===== src/rtl/multiprecision_add_seq.sv =====
// Wide adder built by time-multiplexing one N-bit carry-skip slice over
// SLICES cycles. Operands are latched on the input handshake, one slice is
// summed per cycle with a registered inter-slice carry, and the full result
// is held on the output handshake until the consumer takes it.

// One skip block: ripple inside, bypass the ripple when every bit propagates.
module csa_block #(
  parameter int BW = 4
) (
  input  logic [BW-1:0] i_a,
  input  logic [BW-1:0] i_b,
  input  logic          i_cin,
  output logic [BW-1:0] o_sum,
  output logic          o_cout
);
  logic w_rip;
  logic w_prop;

  // Bit-serial ripple through the block; c is a local running carry.
  always_comb begin
    logic c;
    o_sum = '0;
    c     = i_cin;
    for (int k = 0; k < BW; k++) begin
      o_sum[k] = i_a[k] ^ i_b[k] ^ c;
      c        = (i_a[k] & i_b[k]) | ((i_a[k] ^ i_b[k]) & c);
    end
    w_rip = c;
  end

  assign w_prop = &(i_a ^ i_b);
  assign o_cout = w_prop ? i_cin : w_rip;
endmodule

// N-bit carry-skip adder: a chain of skip blocks, last one may be narrower.
module carry_skip_adder #(
  parameter int N          = 8,
  parameter int BLOCK_SIZE = 4
) (
  input  logic [N-1:0] i_a,
  input  logic [N-1:0] i_b,
  input  logic         i_cin,
  output logic [N-1:0] o_sum,
  output logic         o_cout
);
  localparam int NB = (N + BLOCK_SIZE - 1) / BLOCK_SIZE;

  logic [NB:0] w_c;
  assign w_c[0] = i_cin;

  generate
    for (genvar g = 0; g < NB; g++) begin : g_blk
      localparam int LO = g * BLOCK_SIZE;
      localparam int BW = (LO + BLOCK_SIZE > N) ? (N - LO) : BLOCK_SIZE;
      csa_block #(.BW(BW)) u_blk (
        .i_a   (i_a[LO +: BW]),
        .i_b   (i_b[LO +: BW]),
        .i_cin (w_c[g]),
        .o_sum (o_sum[LO +: BW]),
        .o_cout(w_c[g+1])
      );
    end
  endgenerate

  assign o_cout = w_c[NB];
endmodule

module multiprecision_add_seq #(
  parameter int N          = 8,
  parameter int BLOCK_SIZE = 4,
  parameter int SLICES     = 4,
  localparam int W         = N * SLICES
) (
  input  logic         clk,
  input  logic         rst_n,
  input  logic         in_valid,
  output logic         in_ready,
  input  logic [W-1:0] a,
  input  logic [W-1:0] b,
  input  logic         cin,
  output logic         out_valid,
  input  logic         out_ready,
  output logic [W-1:0] sum,
  output logic         cout,
  output logic         busy
);
  localparam int IW = (SLICES > 1) ? $clog2(SLICES) : 1;

  typedef enum logic [1:0] {S_IDLE, S_RUN, S_DONE} state_t;

  state_t          r_state, w_next;
  logic [W-1:0]    r_op_a, r_op_b, r_sum;
  logic            r_carry, r_cout;
  logic [IW-1:0]   r_idx;
  logic [N-1:0]    w_sl_a, w_sl_b, w_sl_sum;
  logic            w_sl_cout;
  logic            w_last;
  logic            w_accept;

  assign w_sl_a   = r_op_a[r_idx*N +: N];
  assign w_sl_b   = r_op_b[r_idx*N +: N];
  assign w_last   = (r_idx == IW'(SLICES - 1));
  assign w_accept = (r_state == S_IDLE) && in_valid;

  carry_skip_adder #(.N(N), .BLOCK_SIZE(BLOCK_SIZE)) u_slice (
    .i_a   (w_sl_a),
    .i_b   (w_sl_b),
    .i_cin (r_carry),
    .o_sum (w_sl_sum),
    .o_cout(w_sl_cout)
  );

  // State register.
  always_ff @(posedge clk or negedge rst_n) begin
    if (!rst_n) r_state <= S_IDLE;
    else        r_state <= w_next;
  end

  // Next state: accept in IDLE, step slices in RUN, wait for consumer in DONE.
  always_comb begin
    w_next = r_state;
    case (r_state)
      S_IDLE:  if (in_valid)  w_next = S_RUN;
      S_RUN:   if (w_last)    w_next = S_DONE;
      S_DONE:  if (out_ready) w_next = S_IDLE;
      default: w_next = S_IDLE;
    endcase
  end

  // Handshake outputs decode the registered state only.
  always_comb begin
    in_ready  = (r_state == S_IDLE);
    out_valid = (r_state == S_DONE);
    busy      = (r_state != S_IDLE);
  end

  // Datapath: latch operands on accept, fold one slice per RUN cycle.
  always_ff @(posedge clk or negedge rst_n) begin
    if (!rst_n) begin
      r_op_a  <= '0;
      r_op_b  <= '0;
      r_carry <= 1'b0;
      r_idx   <= '0;
      r_sum   <= '0;
      r_cout  <= 1'b0;
    end else if (w_accept) begin
      r_op_a  <= a;
      r_op_b  <= b;
      r_carry <= cin;
      r_idx   <= '0;
    end else if (r_state == S_RUN) begin
      r_sum[r_idx*N +: N] <= w_sl_sum;
      r_carry             <= w_sl_cout;
      r_idx               <= w_last ? '0 : r_idx + IW'(1);
      if (w_last) r_cout  <= w_sl_cout;
    end
  end

  assign sum  = r_sum;
  assign cout = r_cout;
endmodule

===== config.mk =====
export PLATFORM = sky130hd
export DESIGN_NAME = multiprecision_add_seq
export DESIGN_NICKNAME = d
export VERILOG_FILES = /design/src/rtl/multiprecision_add_seq.sv
export SDC_FILE = /design/constraint.sdc
export NUM_CORES = 1
export LEC_CHECK = 0
export BUFFER_PORTS_ARGS = -buffer_cell sky130_fd_sc_hd__buf_4
export CAP_MARGIN = 10
export CORE_ASPECT_RATIO = 0.9
export CORE_UTILIZATION = 35
export CTS_CLUSTER_DIAMETER = 50
export DETAILED_ROUTE_END_ITERATION = 10
export GPL_TIMING_DRIVEN = 1
export PLACE_DENSITY = 0.6
export SETUP_SLACK_MARGIN = 0.3
export SLEW_MARGIN = 20
export SYNTH_ARGS = -nofsm -noshare
export SYNTH_HDL_FRONTEND = slang
export SYNTH_SLANG_ARGS = --single-unit

===== constraint.sdc =====
create_clock -name clk -period 11.2 [get_ports clk]
set_clock_uncertainty 0.15 [all_clocks]
set_input_delay 1.12 -clock clk [delete_from_list [all_inputs] [get_ports clk]]
set_output_delay 1.12 -clock clk [all_outputs]
set_load 0.01 [all_outputs]

==> results of run 1 <==
[cell families (layout without fill, tap and decap cells)]
logic type,after synthesis,count (layout),share of synthesized area
buffers and inverters,32,141,0.0316
flip-flops,102,102,0.551
AND/OR/NAND/NOR,59,59,0.0591
adder cells (fa/ha/maj),22,22,0.0724
AO/OA/AOI/OAI,40,40,0.0527
multiplexers,80,80,0.233
[metal layers]
metal / vias to the layer above / track usage / wire length, µm
met4: 0 / 0.0458 / 95
met1: 1488 / 0.211 / 4570
met5: - / 0 / 0
li1: 1386 / - / -
met2: 80 / 0.246 / 4650
met3: 7 / 0.0586 / 706
[report_power, final]
| group | total (mW) | switching, mW | internal [mW] |
|---|---|---|---|
| Combinational | 0.959 | 0.493 | 0.466 |
| Clock | 0.274 | 0.125 | 0.149 |
| Sequential | 0.627 | 0.0957 | 0.531 |
[cell usage in the layout (no fill, tap or decap)]
cell / netlist / layout
inv_2: 1 / 1
nand3b_1: 1 / 1
nand3_1: 1 / 1
clkbuf_16: 0 / 9
mux2_2: 64 / 64
or3_1: 1 / 1
or2_2: 3 / 3
nand2b_1: 2 / 2
clkinv_2: 0 / 2
nor2b_1: 1 / 1
dfrtp_1: 102 / 102
mux4_2: 16 / 16
a22oi_1: 1 / 1
fa_1: 8 / 8
clkbuf_1: 2 / 4
nand2_1: 34 / 34
nand4_1: 4 / 4
nor3_1: 1 / 1
o21bai_1: 1 / 1
nor3b_4: 0 / 1
o21ai_1: 6 / 6
buf_4: 2 / 108
inv_1: 17 / 17
and2_1: 1 / 1
o31ai_1: 2 / 2
o31a_1: 1 / 1
nor2_1: 8 / 8
o21ai_0: 21 / 21
or3_4: 1 / 1
a22o_1: 8 / 8
ha_1: 14 / 14
[area by class of cell]
type	instances	area [µm²]	share of cell area
clock buffer	13	240	0.0412
clock inverter	2	10.0	0.00172
inverter	18	67.6	0.0116
multi-input combinational	201	1940	0.333
sequential	102	2550	0.438
tap	164	205	0.0352
timing repair buffer	108	811	0.139
[path summary, 6_finish.rpt]
kind                                    to  cells after the start
min in group asynchronous           sum[6]                      1
max in group asynchronous       r_op_a[25]                      2
worst min register to register     sum[12]                      2
worst max-delay path                sum[7]                     15
worst max register to register      sum[7]                     15
worst min-delay path               sum[12]                      2
[critical path, stage by stage (launching register included)]
cell     delay, ns
dfrtp_1       0.45
buf_4         0.38
mux4_2        0.34
fa_1          0.18
inv_1         0.05
fa_1          0.38
fa_1          0.40
fa_1          0.37
and2_1        0.15
or2_2         0.28
fa_1          0.38
fa_1          0.39
fa_1          0.36
inv_1         0.07
fa_1          0.49
a22o_1        0.23
[state kept, by name, indices dropped and copies added, names as in the netlist]
name,count
cout,1
r_carry,1
r_idx,2
r_op_a,32
r_op_b,32
r_state,2
sum,32
[through the flow]
step | util | area, µm² | worst slack (ns)
4_1_cts | 0.456 | 5830 | 5.96
3_5_place_dp | 0.436 | 5580 | 5.97
2_1_floorplan | - | 4630 | 6.26
3_3_place_gp | 0.436 | 5580 | 6.09
5_1_grt | 0.456 | 5830 | 5.74
6_report | 0.456 | 5830 | 6.02
==> qor.yml, run 1 <==
path_clk_slew_ns: 0.06
start_kind: "flop"
syn_to_final_growth_pct: 25.8
setup_tns_ns: 0
num_vias: 2961
dpl.cell_count: 593
grt_util_all_layers: 0.160
synthTopCellsByCount: "102 x dfrtp_1, 64 x mux2_2, 34 x nand2_1"
cts_max_path_buffers: 2
crit_path_start: "r_idx[0]"
synth_top_area_frac: 0.551
fmax_mhz: 193
clock-sinks: 102
power_leakage_nw: 2.69
numCtsBuffers: 9
tightest_slew_ns: 0.944
clkLatencyLatePin_ns: 0.35
async_flop_share: 1.00
min_path_type: "reg -> reg"
synth_nets: 426
regToRegSetupSlack_ns: 6.02
relSlewSlack: 0.371
hpwl_um: 7390
grt_pass1_wl_um: 16400
syn_area_um2: 4630
grt_pass1_vias: 3103
drive_gt1_frac: 0.462
hold_slack_ns: 0.326
drc_errors: 0
cts_tree: "built"
cp.required_ns: 11.28
grt_max_degree: 77
synth_most_common_cell: "dfrtp_1"
io_pins: 105
portBuffers: 104
gp_congestion: 0.808
period_share: 0.462
via_per_inst: 4.87
drt_wl_total_um: 10000
drv_slew: 0
die-height_um: 111
rsz0062_at_grt: "no"
crit_fanout: 19
syn_avg_cell_area_um2: 13.8
worstPathArrival_ns: 5.26
status: "finished, final reports clean"
post_cts_resized: 0
powerDensity_nw_per_um2: 319
final_cells: 608
synth-edff-count: 0
cap_violations: 0
setup_viol: 0
first_pass_iters: 4
yosysSeqAreaShare: 0.551
cts-root-buf: "clkbuf_16"
antenna_found_initial: 0
nFillCells: 1202
post_cts_buffers: 0
synth.area.top_cells: "dfrtp_1 55%, mux2_2 16%, mux4_2 7.8%"
core.rowCount: 39
final.min_clock_period_ns: 5.18
r2r-start: "r_idx[0]"
coreArea_um2: 12800
diodes: 0
hold_viol: 0
avgRoutedWirePerCell_um: 16.5
ant_nets: 0
cts_htree_levels: 3
synth_top_area_cell: "dfrtp_1"
ys_types: 31
grt-ovfl-total: 0
die-area_um2: 13700
drt_iter0_markers: 110
ys_ff_latch: 102
final_nets: 531
crit_type: "reg -> reg"
cts_hold_buf: 0
synthFlopType: "dfrtp_1"
start_util: 0.362
endpoint_kind: "flop"
power_mw: 1.86
synthCells: 335
ys_warn_count: 0
peakVddDrop_uv: 138
min_from: "sum[12]"
die_w_um: 123
(Power assumes the default switching activity.)
==> run 2: changes to the inputs <==
--- a/config.mk
+++ b/config.mk
@@ -12,7 +12,7 @@
 export CTS_CLUSTER_DIAMETER = 50
 export DETAILED_ROUTE_END_ITERATION = 10
 export GPL_TIMING_DRIVEN = 1
-export PLACE_DENSITY = 0.6
+export PLACE_DENSITY = 0.62
 export SETUP_SLACK_MARGIN = 0.3
 export SLEW_MARGIN = 20
 export SYNTH_ARGS = -nofsm -noshare
==> constraint.sdc (replaced) <==
create_clock -name clk -period 4.15 [get_ports clk]
set_clock_uncertainty 0.15 [all_clocks]
set_input_delay 0.415 -clock clk [delete_from_list [all_inputs] [get_ports clk]]
set_output_delay 0.415 -clock clk [all_outputs]
set_load 0.01 [all_outputs]
==> run 2 against run 1 <==
The flow now finishes with violations (negative setup slack). Clock power rose to 3.1 times the previous value. Sequential power rose to 2.7 times the previous value. Core utilization rose by 1.2 points. Critical path depth fell by 1. Global-route usage rose by 0.13 points. Die area did not move. Via count rose by 1.0%. Cell count rose by 1.5%. Worst hold slack got worse by 0.28 ns. Combinational power rose to 3.0 times the previous value. First-iteration DRC count rose by 20%. Critical path type unchanged.
==> qor.yml, run 2 (synthesized netlist as in run 1, its figures left out) <==
status: "finished with violations"
failed_checks: "negative setup slack"
die_w_um: 123  # unchanged
syn_to_final_growth_pct: 29.2
fin_area_um2: 5990  # +2.7%
gp_congestion: 0.770  # -4.7%
diodes: 0  # unchanged
via_per_inst: 4.85  # -0.43%
setup_tns_ns: -1.83  # -1.83 ns
grt_max_degree: 76  # -1.3%
clkLatencyLatePin_ns: 0.34  # about the same
hpwl_um: 7890  # +6.7%
hold_slack_ns: 0.0460  # -0.280 ns
placed_cell_area_um2: 5670  # +1.7%
grt_pass1_vias: 3155  # +1.7%
drt_wl_total_um: 10100  # +0.55%
worst_slack_ns: -0.392  # -6.41 ns
top_layer: "met4"
die-height_um: 111  # unchanged
drc_errors: 0  # unchanged
grt_util_all_layers: 0.162  # +0.00128
grt-ovfl-total: 0  # unchanged
post_cts_buffers: 0  # unchanged
start_util: 0.362  # unchanged
dr_wl_met3_um: 791  # +12%
core.rowCount: 39  # unchanged
hold_viol: 0  # unchanged
wl_met1_um: 4520  # -1.0%
grt_pass1_wl_um: 16600  # +1.7%
ant_nets: 0  # unchanged
io_pins: 105  # unchanged
cts_tree: "built"
cts_htree_levels: 3  # unchanged
dr_wl_met2_um: 4630  # -0.39%
rsz0062_at_grt: "yes"
peakVddDrop_uv: 440  # +220%
clock-sinks: 102  # unchanged
final.min_clock_period_ns: 4.54  # -0.636 ns
endpoint_kind: "flop"
layout_commonest_cell: "buf_4"
drv_slew: 0  # unchanged
portBuffers: 104  # unchanged
cts-root-buf: "clkbuf_16"
start_kind: "flop"
avgRoutedWirePerCell_um: 16.3  # -0.92%
powerDensity_nw_per_um2: 898  # +180%
path_clk_slew_ns: 0.07  # about the same
tightest_slew_ns: 0.923  # -0.0206 ns
setup_viol: 6  # +6
cap_violations: 0  # unchanged
nFillCells: 1178  # -2.0%
crit_type: "reg -> reg"
layout_common_cells: "117 x buf_4, 101 x dfrtp_1, 64 x mux2_2"
first_pass_iters: 4  # unchanged
cp.required_ns: 4.23  # -7.05 ns
final_nets: 540  # +1.7%
antenna_found_initial: 0  # unchanged
num_vias: 2992  # +1.0%
drt_iter0_markers: 132  # +20%
power_leakage_nw: 2.75  # +2.4%
die-area_um2: 13700  # unchanged
cts_max_path_buffers: 2  # unchanged
period_share: 1.09  # +0.632
worstPathArrival_ns: 4.62  # -0.64 ns
numCtsBuffers: 9  # unchanged
drive_gt1_frac: 0.519  # +0.0571
fin_util: 0.468  # +0.0124
min_path_type: "in -> async"
fmax_mhz: 220  # +14%
crit_fanout: 6  # -13
relSlewSlack: 0.385  # +0.0137
coreArea_um2: 12800  # unchanged
## run 2: cell type report
class | count | area (µm²) | share of cell area
clock inverter | 5 | 58.8 | 0.00982
inverter | 18 | 67.6 | 0.0113
multi-input combinational | 201 | 1980 | 0.331
clock buffer | 10 | 239 | 0.0399
tap | 164 | 205 | 0.0343
timing repair buffer | 117 | 878 | 0.147
sequential | 102 | 2550 | 0.427
## run 2: worst max-delay path, cell delays in order, from the launching register on
cell and delay, ns:
dfrtp_2 0.47, mux4_2 0.40, fa_2 0.21, inv_2 0.04
fa_2 0.33, fa_2 0.35, fa_2 0.33, and2_4 0.14
or2_4 0.22, fa_2 0.34, fa_2 0.34, fa_2 0.35
inv_2 0.07, fa_2 0.46, a22o_1 0.22
## run 2: report_power, final
part | total (mW) | switching, mW | internal [mW]
clock network | 0.839 | 0.358 | 0.481
logic | 2.83 | 1.39 | 1.44
registers | 1.70 | 0.267 | 1.43
## run 2: timing repair
| action | CTS | global route |
|---|---|---|
| setup endpoints to repair | 11 | 14 |
| pin swaps | 2 | 4 |
| hold buffers | 0 | 0 |
| gates resized for setup | 2 | 8 |
## run 2: per-stage QoR
step | worst slack [ns] | std cells | total power [mW]
3_3_place_gp | -0.392 | 602 | 4.43
2_1_floorplan | -0.356 | 335 | 3.59
3_5_place_dp | -0.458 | 602 | 4.54
4_1_cts | -0.416 | 617 | 5.39
6_report | -0.392 | 617 | 5.38
5_1_grt | -0.516 | 617 | 5.84
## run 2: final timing paths
kind	cells after the start	endpoint	slack [ns]	from
max in group asynchronous	2	r_op_a[11]	2.86	rst_n
hold reg to reg	2	sum[17]	0.34	sum[17]
min in group clk	2	r_state[1]	0.12	out_ready
setup reg to reg	14	sum[23]	-0.39	r_idx[0]
setup / recovery	14	sum[23]	-0.39	r_idx[0]
hold / removal	1	sum[24]	0.05	rst_n
## run 2: per-layer routing
layer,track usage,vias to the layer above
met5,0,-
met4,0.0426,0
met3,0.0581,11
met2,0.251,91
met1,0.212,1484
li1,-,1406
==> run 3: changes to the inputs <==
--- a/config.mk
+++ b/config.mk
@@ -14,6 +14,7 @@
 export GPL_TIMING_DRIVEN = 1
 export PLACE_DENSITY = 0.62
 export SETUP_SLACK_MARGIN = 0.3
+export SKIP_LAST_GASP = 1
 export SLEW_MARGIN = 20
 export SYNTH_ARGS = -nofsm -noshare
 export SYNTH_HDL_FRONTEND = slang
==> run 3 against run 2 <==
The flow still finishes with violations (negative setup slack). Clock power hardly changed. First-iteration DRC count is 9.1% lower. Sequential share of layout area hardly changed. Setup slack worse by 0.00080 ns. Final area hardly changed. Fmax hardly changed. Worst hold slack better by 0.0018 ns. Wire length hardly changed. Die area stayed put. Non-clock buffer count stayed put.
==> qor.yml, run 3 (synthesized netlist as in run 1, its figures left out) <==
status: "finished with violations"
failed_checks: "negative setup slack"
regToRegSetupSlack_ns: -0.39  # about the same
grt_pass1_wl_um: 16600  # unchanged
via_per_inst: 4.83  # -0.33%
diodes: 0  # unchanged
worst_slack_ns: -0.393  # -0.000804 ns
first_pass_iters: 4  # unchanged
avgRoutedWirePerCell_um: 16.3  # about the same
path_clk_slew_ns: 0.07  # about the same
layout_common_cells: "117 x buf_4, 101 x dfrtp_1, 64 x mux2_2"
num_vias: 2982  # -0.33%
hpwl_um: 7890  # unchanged
gp_congestion: 0.770  # unchanged
grt_pass1_vias: 3155  # unchanged
peakVddDrop_uv: 439  # -0.37%
worstRegToRegCells: 14  # unchanged
drv_slew: 0  # unchanged
worstPathArrival_ns: 4.62  # about the same
coreArea_um2: 12800  # unchanged
powerDensity_nw_per_um2: 897  # about the same
grt-ovfl-total: 0  # unchanged
hold_viol: 0  # unchanged
clock-sinks: 102  # unchanged
endpoint_kind: "flop"
min_path_type: "in -> async"
portBuffers: 104  # unchanged
cts_tree: "built"
period_share: 1.09  # about the same
io_pins: 105  # unchanged
cts-root-buf: "clkbuf_16"
drt_wl_total_um: 10100  # about the same
fmax_mhz: 220  # about the same
cts_htree_levels: 3  # unchanged
crit_fanout: 6  # unchanged
crit_type: "reg -> reg"
drive_gt1_frac: 0.517  # -0.00221
drt_iter0_markers: 120  # -9.1%
syn_to_final_growth_pct: 29.1  # about the same
setup_viol: 6  # unchanged
tightest_slew_ns: 0.927  # +0.00383 ns
antenna_found_initial: 0  # unchanged
die-area_um2: 13700  # unchanged
numCtsBuffers: 9  # unchanged
die-height_um: 111  # unchanged
relSlewSlack: 0.382  # -0.00255
power_leakage_nw: 2.75  # about the same
grt_util_all_layers: 0.162  # unchanged
post_cts_buffers: 0  # unchanged
drc_errors: 0  # unchanged
fin_util: 0.468  # about the same
endpoint: "sum[23]"
final_nets: 540  # unchanged
core.rowCount: 39  # unchanged
crit_path_start: "r_idx[0]"
layout_commonest_cell: "buf_4"
rsz0062_at_grt: "yes"
cp.required_ns: 4.23  # about the same
grt_max_degree: 76  # unchanged
r2r-end: "sum[23]"
cap_violations: 0  # unchanged
r2r-start: "r_idx[0]"
ant_nets: 0  # unchanged
start_util: 0.362  # unchanged
cts_max_path_buffers: 2  # unchanged
clkLatencyLatePin_ns: 0.34  # about the same
start_kind: "flop"
final.min_clock_period_ns: 4.54  # +0.000804 ns
die_w_um: 123  # unchanged
hold_slack_ns: 0.0478  # +0.00177 ns
run 3: cell counts in the layout (fill, tap and decap cells not counted):
Identical to the previous run, type by type.
run 3: critical path, stage by stage, from the launching register on:
cell	delay, ns
dfrtp_2	0.47
mux4_2	0.41
fa_2	0.21
inv_2	0.04
fa_2	0.33
fa_2	0.35
fa_2	0.33
and2_4	0.14
or2_4	0.22
fa_2	0.34
fa_2	0.34
fa_2	0.35
inv_2	0.07
fa_2	0.46
a22o_1	0.22
run 3: cell type report:
class	count	area, µm²
clock buffer	10	239
clock inverter	5	58.8
fill	1176	6800
inverter	18	67.6
multi-input combinational	201	1980
sequential	102	2550
tap	164	205
timing repair buffer	117	878
run 3: worst min path at each step:
| stage | cells after the start | from | endpoint | slack (ns) |
|---|---|---|---|---|
| global route | 1 | rst_n | sum[24] | 0.12 |
| floorplan | 0 | rst_n | cout | -0.03 |
| CTS | 1 | rst_n | sum[24] | 0.09 |
| global placement | 2 | sum[18] | sum[18] | 0.32 |
| detailed placement | 2 | sum[17] | sum[17] | 0.33 |
| finish | 1 | rst_n | sum[24] | 0.05 |
run 3: per-stage QoR:
step                      cell area [µm²]  TNS, ns  power (mW)  instances  worst slack (ns)
after global routing                 5980    -3.04        5.84        617            -0.516
after detailed placement             5670    -2.32        4.54        602            -0.458
after CTS                            5970    -1.98        5.39        617            -0.416
final                                5980    -1.83        5.37        617            -0.393
after global placement               5670    -1.82        4.43        602            -0.392
after floorplan                      4680    -1.59        3.59        335            -0.356
run 3: layer usage:
layer,up-vias,share of wire,GRT usage
met5,-,0,0
met2,89,0.46,0.251
met1,1474,0.45,0.212
met4,0,0.012,0.0426
met3,11,0.078,0.0581
li1,1408,-,-
run 3: what timing repair did:
action | 4_1_cts | 5_1_grt
pin swaps | 2 | 4
hold endpoints to repair | 0 | 0
endpoints found under the setup margin | 11 | 14
resized for setup | 2 | 7
hold buffers | 0 | 0
run 3: power by group:
group	internal, mW	total [mW]	switching [mW]
Sequential	1.43	1.70	0.267
Combinational	1.44	2.82	1.39
Clock	0.481	0.841	0.360
Total	3.35	5.37	2.02
